==> src/rtl/led_counter_ctrl.sv <==
// Push-button mode controller for a free-running 32-bit LED counter.
// Debounced short presses cycle SLOW/FAST/PAUSE; a long press clears the counter.
module led_counter_ctrl #(
  parameter int unsigned DEB_CNT  = 120000,
  parameter int unsigned LONG_CNT = 24000000,
  parameter int unsigned DIV_SLOW = 4
) (
  input  logic       clk_12,
  input  logic       rst_n,
  input  logic       SW2,
  input  logic       run,
  output logic       clk_en,
  output logic       aclr,
  output logic [1:0] mode
);

  localparam int unsigned DebW  = (DEB_CNT > 1) ? $clog2(DEB_CNT) : 1;
  localparam int unsigned HoldW = $clog2(LONG_CNT + 1);

  localparam logic [DebW-1:0]  DebLast   = DebW'(DEB_CNT - 1);
  localparam logic [HoldW-1:0] HoldMax   = HoldW'(LONG_CNT);
  localparam logic [HoldW-1:0] HoldLast  = HoldW'(LONG_CNT - 1);
  localparam logic [15:0]      PrescLast = 16'(DIV_SLOW - 1);

  typedef enum logic [1:0] {
    ModeSlow  = 2'b00,
    ModeFast  = 2'b01,
    ModePause = 2'b10
  } mode_e;

  logic             sw2_s1_q, sw2_s2_q;
  logic             run_s1_q, run_s2_q;
  logic             db_q, db_d;
  logic [DebW-1:0]  deb_q, deb_d;
  logic [HoldW-1:0] hold_q, hold_d;
  logic [15:0]      presc_q, presc_d;
  mode_e            mode_q, mode_d;
  logic             clk_en_q, clk_en_d;
  logic             aclr_q, aclr_d;

  logic pressed_sync, long_hit, short_rel, wrap;

  always_comb begin
    pressed_sync = ~sw2_s2_q;

    // Stability counter only runs while the synced level disagrees with db_q.
    db_d  = db_q;
    deb_d = '0;
    if (pressed_sync != db_q) begin
      if (deb_q == DebLast) begin
        db_d = pressed_sync;
      end else begin
        deb_d = deb_q + 1'b1;
      end
    end

    hold_d   = '0;
    long_hit = 1'b0;
    if (db_q) begin
      if (hold_q == HoldMax) begin
        hold_d = hold_q;
      end else begin
        hold_d   = hold_q + 1'b1;
        long_hit = (hold_q == HoldLast);
      end
    end

    // A saturated hold counter means the press already cleared; its release is ignored.
    short_rel = db_q & ~db_d & (hold_q != HoldMax);

    mode_d = mode_q;
    if (long_hit) begin
      mode_d = ModeSlow;
    end else if (short_rel) begin
      case (mode_q)
        ModeSlow: mode_d = ModeFast;
        ModeFast: mode_d = ModePause;
        default:  mode_d = ModeSlow;
      endcase
    end

    presc_d = presc_q;
    wrap    = 1'b0;
    if (long_hit || (mode_d != mode_q)) begin
      presc_d = '0;
    end else if ((mode_q == ModeSlow) && run_s2_q) begin
      if (presc_q == PrescLast) begin
        presc_d = '0;
        wrap    = 1'b1;
      end else begin
        presc_d = presc_q + 1'b1;
      end
    end

    clk_en_d = 1'b0;
    if (run_s2_q && !long_hit) begin
      case (mode_d)
        ModeFast: clk_en_d = 1'b1;
        ModeSlow: clk_en_d = wrap;
        default:  clk_en_d = 1'b0;
      endcase
    end

    aclr_d = long_hit;
  end

  always_ff @(posedge clk_12 or negedge rst_n) begin
    if (!rst_n) begin
      sw2_s1_q <= 1'b1;
      sw2_s2_q <= 1'b1;
      run_s1_q <= 1'b0;
      run_s2_q <= 1'b0;
      db_q     <= 1'b0;
      deb_q    <= '0;
      hold_q   <= '0;
      presc_q  <= '0;
      mode_q   <= ModeSlow;
      clk_en_q <= 1'b0;
      aclr_q   <= 1'b0;
    end else begin
      sw2_s1_q <= SW2;
      sw2_s2_q <= sw2_s1_q;
      run_s1_q <= run;
      run_s2_q <= run_s1_q;
      db_q     <= db_d;
      deb_q    <= deb_d;
      hold_q   <= hold_d;
      presc_q  <= presc_d;
      mode_q   <= mode_d;
      clk_en_q <= clk_en_d;
      aclr_q   <= aclr_d;
    end
  end

  assign clk_en = clk_en_q;
  assign aclr   = aclr_q;
  assign mode   = mode_q;

endmodule

==> config.mk <==
export PLATFORM = sky130hd
export DESIGN_NAME = led_counter_ctrl
export DESIGN_NICKNAME = d
export VERILOG_FILES = /design/src/rtl/led_counter_ctrl.sv
export SDC_FILE = /design/constraint.sdc
export NUM_CORES = 1
export LEC_CHECK = 0
export ABC_AREA = 1
export CAP_MARGIN = 10
export CORE_ASPECT_RATIO = 2
export CORE_MARGIN = 5
export CORE_UTILIZATION = 52
export DETAILED_ROUTE_END_ITERATION = 10
export HOLD_SLACK_MARGIN = 0.02
export PLACE_DENSITY = 0.71
export SLEW_MARGIN = 10
export SYNTH_ARGS = -nofsm -noshare
export SYNTH_HDL_FRONTEND = slang
export SYNTH_SLANG_ARGS = --single-unit
export TNS_END_PERCENT = 1
==> constraint.sdc <==
create_clock -name clk_12 -period 1.65 [get_ports clk_12]
set_input_delay 0.2475 -clock clk_12 [delete_from_list [all_inputs] [get_ports clk_12]]
set_output_delay 0.2475 -clock clk_12 [all_outputs]
set_load 0.1 [all_outputs]
After elaboration in Yosys (flattened, before gate mapping)
Cells that the tools add are included.
Widths: inputs -> output; s select.

storage, ports and cells
  register bits = 67
  bits of input ports = 4
  output and inout port bits = 4
  logic and storage cells = 54

cells by class
  $add $sub $neg = 3
  equality and inequality tests = 10
  multiplexer cells = 19
  bitwise gates (word level) = 4
  reductions and logical operators = 7

operators by type and width
  cell                   number
  $eq 25x25->1 const B   2
  $mux 25                2
  $mux 16                3
  $mux 17                2
  $add 25x1->25 const B  1
  $ne 25x25->1 const B   1
  $add 17x1->17 const B  1
  $eq 17x17->1 const B   1
  $add 16x1->16 const B  1
  $eq 16x2->1 const B    1
  $mux 1                 8
  $eq 2x1->1 const B     2
  $logic_not 2->1        2
  $mux 2                 2
  $pmux 2 s2             1
  $and 1x1->1            2
  $logic_and 1x1->1      2
  $ne 2x2->1             1
  $ne 2x2->1 const B     1
  $not 1->1              2
  $pmux 1 s2             1
  $reduce_bool 2->1      1
  $logic_not 1->1        1
  $logic_or 1x1->1       1
  $ne 1x1->1             1

Depth between registers and ports, before layout
Gate-level depths: netlist of run 1.

  word-level depth = 13
  depth in mapped cells = 12
  gate-level depth less buffers = 12

Worst setup path before layout of run 1
No wires, ideal clock.

  path kind = register -> register
  start point = reg mode_q[0], in the netlist mode[0]
  end point = reg presc_q[7]
  library setup time = 0.123 ns
  arrival = 1.585 ns
  data required time = 1.527 ns
  setup slack = -0.058 ns
  cell stages (with the launch flop) = 7
  buffers on the path = 1
  clock period less this slack = 1.708 ns
  cells stage by stage = dfrtp_1 nor2_1 nand2_1 nand3_4 buf_6 nand3_1 o21ai_1

on the way
  cells in the longest elaborated chain, start to end = 7
  elaborated cells on any way between the ends = 10

ends and longest elaborated chain
  element                                        RTL line  text
  from (decl)                                    37        mode_e mode_q, mode_d;
  from (signal assigned)                         117       mode_q <= ModeSlow;
  from (signal assigned)                         129       mode_q <= mode_d;
  $eq 2x1->1 or $logic_not 2->1 (tied branches)  75, 86
  $pmux 2 s2                                     75        case (mode_q)
  $mux 2                                         74        end else if (short_rel) begin
  $mux 2                                         72        if (long_hit) begin
  $ne 2x2->1                                     84        if (long_hit || (mode_d != mode_q)) begin
  $logic_or 1x1->1                               84
  $mux 16 or $reduce_bool 2->1 (tied branches)   -
  to (signal assigned)                           128       presc_q <= presc_d;
  to (decl)                                      36        logic [15:0] presc_q, presc_d;

Parallel ways exist; a longest one is shown, timed or not.
A chain may end at the register's enable or synchronous reset.

Worst setup path in the final report of run 1
  start point = reg hold_q[0]
  end point = reg presc_q[1]

on the way
  cells in the longest elaborated chain, start to end = 7
  elaborated cells on any way between the ends = 12

ends and longest elaborated chain
  element                                       RTL line  text
  from (decl)                                   35        logic [HoldW-1:0] hold_q, hold_d;
  from (signal assigned)                        127       hold_q <= hold_d;
  $ne 25x25->1, or another cell as far along    69        short_rel = db_q & ~db_d & (hold_q != HoldMax);
  $and 1x1->1 or $mux 1 (tied branches)         69, 60
  $mux 2 or $mux 1 (tied branches)              74, 59
  $mux 2                                        72
  $ne 2x2->1                                    84
  $logic_or 1x1->1 *                            84
  $mux 16 or $reduce_bool 2->1 (tied branches)  -

Mark *: on every way between the ends. The rest lies on a longest branch, timed or not.

==> results of run 1 <==
cells in the final DEF (no fill, tap or decap), types with 8 or more instances in the layout:
| cell type | n |
|---|---|
| a21oi_1 | 21 |
| nand2_2 | 8 |
| nand3_1 | 36 |
| inv_1 | 76 |
| nand4_1 | 20 |
| nand2_1 | 95 |
| o21ai_0 | 15 |
| o21ai_1 | 14 |
| nor3_1 | 13 |
| buf_4 | 79 |
| nor2_1 | 69 |
| clkbuf_16 | 9 |
| xor2_1 | 14 |
| dfrtp_1 | 62 |
synth_stat cells, types with 4 or more instances:
cell type    n
dfrtp_1     65
a21oi_1     22
ha_1         4
nor2_2       4
nor2_1      76
inv_1       77
nand2_1    100
nand2_2      4
nor3_1      17
nand4_1     20
o21ai_1      9
o21ai_0     20
xor2_1      14
nand3_1     39
logic make-up (layout without fill, tap and decap cells):
family          Yosys count  after routing
buf+inv                  84            186
flops                    67             67
xor+xnor                 16             16
compound gates           59             59
simple gates            279            281
fa+ha+maj                 4              4
power by group through the flow:
stage | combinational (W) | clock [W] | sequential (W)
global route | 0.000514 | 0.00199 | 0.00179
floorplan | 0.000254 | 0 | 0.00180
detailed placement | 0.000425 | 0 | 0.00180
CTS | 0.000437 | 0.00192 | 0.00178
finish | 0.000466 | 0.00189 | 0.00178
global placement | 0.000407 | 0 | 0.00179
worst min path at each step:
| stage | startpoint | end | slack (ns) | cells after the start |
|---|---|---|---|---|
| floorplan | rst_n | aclr$_DFF_PN0_ | -0.05 | 0 |
| global placement | rst_n | presc_q[4]$_DFFE_PN0P_ | 0.21 | 1 |
| detailed placement | rst_n | presc_q[4]$_DFFE_PN0P_ | 0.22 | 1 |
| CTS | SW2 | sw2_s1_q$_DFF_PN1_ | 0.31 | 1 |
| global route | SW2 | sw2_s1_q$_DFF_PN1_ | 0.32 | 1 |
| finish | SW2 | sw2_s1_q$_DFF_PN1_ | 0.31 | 1 |
what timing repair did:
item | in CTS | in global routing
gates resized for setup | 16 | 24
hold buffers | 1 | 0
endpoints found under the setup margin | 35 | 47
hold endpoints to repair | 15 | 0
pin swaps | 1 | 4
setup buffers | 0 | 4
gates cloned | 0 | 2
area by class of cell:
class                   instances  area (um2)  share of cell area
repair buffers                 91         779               0.152
clock inverters                 5        52.6              0.0102
well taps                      92         115              0.0224
inverters                      79         297              0.0578
flip-flops and latches         67        1680               0.328
clock buffers                  11         243              0.0473
multi-input cells             360        1960               0.382
sequential cells by signal, indices dropped and copies added (netlist names):
name / flops
db_q: 1
sw2_s1_q: 1
aclr: 1
mode: 2
run_s2_q: 1
deb_q: 17
run_s1_q: 1
sw2_s2_q: 1
hold_q: 25
clk_en: 1
presc_q: 16
metrics by stage:
stage | hold WS (ns) | setup WS [ns] | std cells
floorplan | -0.0481 | 0.0279 | 509
global route | 0.325 | -0.307 | 705
CTS | 0.309 | -0.140 | 699
finish | 0.315 | -0.153 | 705
global placement | 0.211 | -0.0780 | 682
detailed placement | 0.218 | -0.159 | 682
worst reg2reg max path, cell delays in order (launching register included):
cell,delay [ns]
dfrtp_1,0.38
ha_2,0.20
nand2_2,0.08
nor2_4,0.12
nand2_4,0.07
nor3_4,0.21
nand3_4,0.16
buf_4,0.17
nand4_1,0.19
o21ai_1,0.10
routing by layer:
layer	track usage	part of all wire	wire [um]
met1	0.230	0.35	3470
met2	0.419	0.57	5680
met3	0.0420	0.039	388
met4	0.120	0.048	482
met5	0	0	0
==> parameters.txt, run 1 <==
Parameter                              Value

Synth
  Number of flops mapped to enable cells by yosys ... 0
  Area share of the largest cell type after synthesis ... 0.425
  Adder-cell area share of the yosys netlist ... 0.0131
  XOR/XNOR share of the synthesized area ... 0.0366
  Post-synthesis instance total ... between 500 and 600
  Post-Syn Nets ... 517
  Compound-Gate Fraction of Synth Area ... 0.0837
  Basic-gate share of the synthesized area counting and, or, nand and nor cells ... 0.341
  Post-Synthesis Mean Instance Area ... ~7.5 um2
  Cells taking the most area after synthesis ... dfrtp_1 43%, nand2_1 9.8%, inv_1 7.6%
  Number of distinct library cells after synthesis ... 35
  Share of flip-flops with an asynchronous set or reset ... 1.00
  Flip-flop cell with the highest count after synthesis ... dfrtp_1
  Synth warnings ... 0
  Main combinational cell family by area after synthesis ... simple AND/OR/NAND/NOR gates
  Total of flip-flops plus latches after synthesis ... 67
  Mapped cell area ... 3820 um2
  Post-synth top area cell ... dfrtp_1
  Share of the yosys chip area belonging to registers ... 0.439
  Share of synthesized area spent on multiplexers ... 0

Clocking
  Clk slew on worst S/H paths ... 0.05 ns
  CTS sink count ... 67
  CTS tree ... yes
  H-tree depth ... 3
  Total clock buffers created by CTS ... 9
  Deepest clock path buffer count ... 2
  CTS root buffer ... clkbuf_16
  Skew-Pair Late Insertion Delay ... roughly 0.34 ns

Routing
  Number of iterations in the first detailed-routing pass ... 5
  Total via count in the routed design ... 3,792
  Total DRC errors in the routed layout ... 0
  Antenna Nets Post-Route ... 0
  Iter 0 DRT Violations ... 221
  Routed wire length ... 10,000 um
  Number of vias per cell after detailed routing ... ~5.4
  WL/cell ... 14.2 um

Layout
  Layout Nets ... 616
  Non-Filler Cell Area, Final ... 5130 um2
  Layout Utilization ... 0.711
  Area growth from synthesis to final layout ... 34.1%
  Total inserted antenna cells ... 0
  Fill count ... 573
  Share of post-route cells with drive strength above 1 ... 0.253

Worst setup path
  Type of destination of the critical path ... flip-flop
  Critical path origin ... hold_q[0]$_DFFE_PN0P_
  Top fanout value on the critical path ... 5
  Crit Path Category ... reg2reg
  Critical Path AT ... between 2 and 2.5 ns
  Capturing element of the worst setup path ... presc_q[1]$_DFFE_PN0P_
  Crit path buffers/inverters ... 1
  Critical path startpoint category ... flip-flop
  Reg2Reg Launch Point ... hold_q[0]$_DFFE_PN0P_
  Crit path depth ... 9
  Worst reg2reg path endpoint ... presc_q[1]$_DFFE_PN0P_
  Depth of the worst register-to-register path ... 9
  Family of cells with the greatest summed delay on the critical path ... simple AND/OR/NAND/NOR gates
  Internal reg-to-reg setup slack ... -0.15 ns
  Cell chain of the critical path ... ha_2 -> nand2_2 -> nor2_4 -> nand2_4 -> nor3_4 -> nand3_4 -> buf_4 -> nand4_1 -> o21ai_1
  Critical Path RT ... 1.86 ns
  Crit-path slowest cell ... dfrtp_1
  Crit-path max cell delay ... around 0.38 ns

STA
  Total Neg Setup Slack ... -2.67 ns
  Count of endpoints failing setup in the final report ... 28
  Maximum clock frequency ... between 500 and 600 MHz
  Share of the clock period used by the worst path after layout ... 1.09
  RSZ-0062 raised after global routing ... yes
  Clock skew after layout ... 0.00703 ns
  Slew at the pin closest to its max-slew limit ... ~0.46 ns
  Final number of hold-violating endpoints ... 0
  Slew HR ... 0.693
  Max-slew violation total from the final report ... 0
  PnR worst setup slack ... -0.153 ns
  Post-route minimum period ... between 1.5 and 2 ns

Power and ir drop
  Power share of the sequential group ... 0.430
  Pwr Density ... 805 nW/um2
  Power, Total ... ~0.0041 W
  Static leakage ... 2.49 nW
  Int Pwr ... ~0.0031 W
  Combinational share of power ... 0.113
  Switching component of the power ... 0.00103 W
  Part of the total power dissipated in the clock network ... 0.457
  Worst supply voltage drop on vdd ... just over 0.0007 V
  Net switching fraction of the power ... 0.249

GRT
  First-pass GRT wire length ... 16,800 um
  Sum of overflow across all layers after global routing ... 0
  Vias in the first global route ... 3,750
  Initial antenna violation count ... 0
  All-layer global routing usage ... 0.225
  Largest net degree at the start of global routing ... 29

Floorplanning
  Starting density of the core ... 0.530
  Die ar. ... 9270 um2
  Rows ... 44
  Die W ... approximately 71 um
  Height of the die ... 131 um
  Number of top-level design ports ... 8
  Area of the core ... 7210 um2

Flow run
  Max-Cap Viols ... 0

Worst hold path
  Worst hold path type ... in2reg

Placed design
  Placed Instance Area ... 4640 um2
  Post-detailed-placement half-perimeter wirelength ... between 7000 and 8000 um
  GP Congestion ... 0.945
  Port buffer count ... 7

Run status
  Outcome ... finished with violations
  Violations in the final reports ... setup timing
Note: power is estimated with default switching activity, not from simulation.
==> inputs of run 2 (changes only) <==
--- a/config.mk
+++ b/config.mk
@@ -10,6 +10,7 @@
 export CORE_ASPECT_RATIO = 2
 export CORE_MARGIN = 5
 export CORE_UTILIZATION = 52
+export CTS_CLUSTER_SIZE = 40
 export DETAILED_ROUTE_END_ITERATION = 10
 export HOLD_SLACK_MARGIN = 0.02
 export PLACE_DENSITY = 0.71
==> results of run 2 <==
Final layout, timing and power as in run 1 (identical DEF).
==> inputs of run 3 (changes only) <==
--- a/config.mk
+++ b/config.mk
@@ -8,7 +8,6 @@
 export ABC_AREA = 1
 export CAP_MARGIN = 10
 export CORE_ASPECT_RATIO = 2
-export CORE_MARGIN = 5
 export CORE_UTILIZATION = 52
 export CTS_CLUSTER_SIZE = 40
 export DETAILED_ROUTE_END_ITERATION = 10
==> constraint.sdc (replaced) <==
create_clock -name clk_12 -period 1.6 [get_ports clk_12]
set_input_delay 0.24 -clock clk_12 [delete_from_list [all_inputs] [get_ports clk_12]]
set_output_delay 0.24 -clock clk_12 [all_outputs]
set_load 0.1 [all_outputs]
==> run 3 against run 2 <==
The run still ends with setup timing left. Routed wire length rose by 0.86%. Power rose by 8.4%. Register-to-register slack got worse by 0.02 ns. Via count fell by 0.74%. Die area fell by 17%. Sequential power barely moved. Critical path depth did not move. Cell area rose by 0.37%.
==> parameters.txt, run 3 (synthesis gave the netlist of run 1 again) <==
Parameter                              Value

Run status
  Outcome ... finished with violations
  Violations in the final reports ... setup timing

STA
  Post-route minimum period ... 1.77 ns
  PnR worst setup slack ... -0.170 ns
  Max-slew violation total from the final report ... 0
  Total Neg Setup Slack ... -2.73 ns
  Clock skew after layout ... about 0.0052 ns
  Slew HR ... 0.754
  Final number of hold-violating endpoints ... 0
  Maximum clock frequency ... around 560 MHz
  Hold Worst Slack ... 0.320 ns
  Count of endpoints failing setup in the final report ... 31
  Slew at the pin closest to its max-slew limit ... 0.369 ns
  Share of the clock period used by the worst path after layout ... 1.11
  RSZ-0062 raised after global routing ... yes

GRT
  All-layer global routing usage ... 0.284
  Sum of overflow across all layers after global routing ... 0
  Largest net degree at the start of global routing ... 68
  Initial antenna violation count ... 0
  First-pass GRT wire length ... 16,800 um
  Vias in the first global route ... 3,822

Clocking
  Clk slew on worst S/H paths ... 0.06 ns
  Post-CTS setup buffer count ... 0
  CTS root buffer ... clkbuf_16
  H-tree depth ... 3
  Deepest clock path buffer count ... 2
  Skew-Pair Late Insertion Delay ... 0.34 ns
  Total clock buffers created by CTS ... 9
  CTS sink count ... 67
  CTS tree ... yes

Layout
  Max FFs per register ... 25
  Layout Nets ... 618
  Fill count ... ~540
  Commonest non-fill, non-tap cells in the layout ... 97 x nand2_1, 83 x buf_4, 75 x inv_1
  Layout Utilization ... 0.730
  Most common library cell in the layout ignoring fill and taps ... nand2_1
  Largest register by flop count ... hold_q
  Share of post-route cells with drive strength above 1 ... 0.255
  Area growth from synthesis to final layout ... 34.6%
  Regs by FF count ... hold_q x25, deb_q x17, presc_q x16
  Non-Filler Instances ... around 700
  Total inserted antenna cells ... 0

Power and ir drop
  Static leakage ... 2.50 nW
  Worst supply voltage drop on vdd ... 0.000758 V
  Pwr Density ... 870 nW/um2

Worst setup path
  Cell chain of the critical path ... ha_2 -> nand2_2 -> nor2_4 -> nand2_4 -> nor3_4 -> nand3_4 -> buf_6 -> nand4_1 -> o21ai_1
  Capturing element of the worst setup path ... presc_q[1]$_DFFE_PN0P_
  Crit path buffers/inverters ... 1
  Top fanout value on the critical path ... 5
  Crit-path max cell delay ... roughly 0.39 ns
  Crit path depth ... 9
  Reg2Reg Launch Point ... hold_q[1]$_DFFE_PN0P_
  Crit Path Category ... reg2reg
  Type of destination of the critical path ... flip-flop
  Critical path origin ... hold_q[1]$_DFFE_PN0P_
  Worst reg2reg path endpoint ... presc_q[1]$_DFFE_PN0P_
  Crit-path slowest cell ... dfrtp_1
  Internal reg-to-reg setup slack ... -0.17 ns
  Critical Path RT ... ~1.8 ns
  Family of cells with the greatest summed delay on the critical path ... simple AND/OR/NAND/NOR gates
  Critical Path AT ... 1.99 ns
  Depth of the worst register-to-register path ... 9
  Critical path startpoint category ... flip-flop

Floorplanning
  Starting density of the core ... 0.543
  Number of top-level design ports ... 8
  Area of the core ... 7050 um2
  Rows ... 43
  Die W ... 62.6 um
  Die ar. ... 7720 um2
  Height of the die ... 123 um

Flow run
  Max-Cap Viols ... 0

Routing
  Number of vias per cell after detailed routing ... 5.34
  Iter 0 DRT Violations ... 243
  Total via count in the routed design ... between 3,000 and 4,000
  Number of iterations in the first detailed-routing pass ... 4
  WL/cell ... ~14 um
  Total DRC errors in the routed layout ... 0
  Routed wire length ... 10,100 um
  Antenna Nets Post-Route ... 0

Placed design
  Post-detailed-placement half-perimeter wirelength ... 7070 um
  GP Congestion ... between 0.9 and 1
  Post-place setup slack ... -0.205 ns
  Total placed cells including tap cells ... 687
  Port buffer count ... 7

Worst hold path
  Worst hold path type ... in2reg
## run 3: cell types whose count changed in the layout (fill, tap and decap cells not counted), moves of 2 or more
cell,delta
o21ai_0,-3
nand2_1,+2
buf_4,+4
o21ai_1,+2
clkinv_2,-2
nor3_2,+2
nand2_2,-2
nor2_4,-3
## run 3: where the power goes
| part | switching (W) | leakage, nW | internal (W) |
|---|---|---|---|
| clock | 0.000724 | 0.159 | 0.00145 |
| combinational | 0.000281 | 1.42 | 0.000214 |
| sequential | 0.0000491 | 0.912 | 0.00176 |
| total | 0.00105 | 2.50 | 0.00342 |
## run 3: routing by layer
metal | track usage | part of all wire | routed length, um
met1 | 0.274 | 0.36 | 3610
met3 | 0.0470 | 0.028 | 284
met4 | 0.163 | 0.037 | 370
met5 | 0 | 0 | 0
met2 | 0.556 | 0.58 | 5840
## run 3: worst min-delay path by stage
stage               startpoint                endpoint  cells past startpoint
floorplan                rst_n          aclr$_DFF_PN0_                      0
global placement         rst_n   hold_q[5]$_DFFE_PN0P_                      2
detailed placement       rst_n  presc_q[1]$_DFFE_PN0P_                      2
CTS                        SW2      sw2_s1_q$_DFF_PN1_                      1
global route               SW2      sw2_s1_q$_DFF_PN1_                      1
finish                     SW2      sw2_s1_q$_DFF_PN1_                      1
## run 3: timing repair
action,CTS,global route
pin swaps,11,5
cloned,1,0
resized for setup,20,20
setup endpoints to repair,35,49
hold buffers,1,0
endpoints found under the hold margin,65,0
## run 3: final cells by class
type | count | area, um2 | area share
clock buffers | 12 | 256 | 0.0498
clock inverters | 4 | 72.6 | 0.0141
inverters | 79 | 299 | 0.0581
multi-input cells | 359 | 1930 | 0.376
flip-flops and latches | 67 | 1680 | 0.327
well taps | 90 | 113 | 0.0219
repair buffers | 94 | 790 | 0.153
## run 3: per-stage QoR
| step | instance area [um2] | total power [W] |
|---|---|---|
| floorplan | 3830 | 0.00211 |
| global placement | 4680 | 0.00232 |
| detailed placement | 4680 | 0.00233 |
| CTS | 5090 | 0.00450 |
| global route | 5150 | 0.00464 |
| finish | 5150 | 0.00448 |
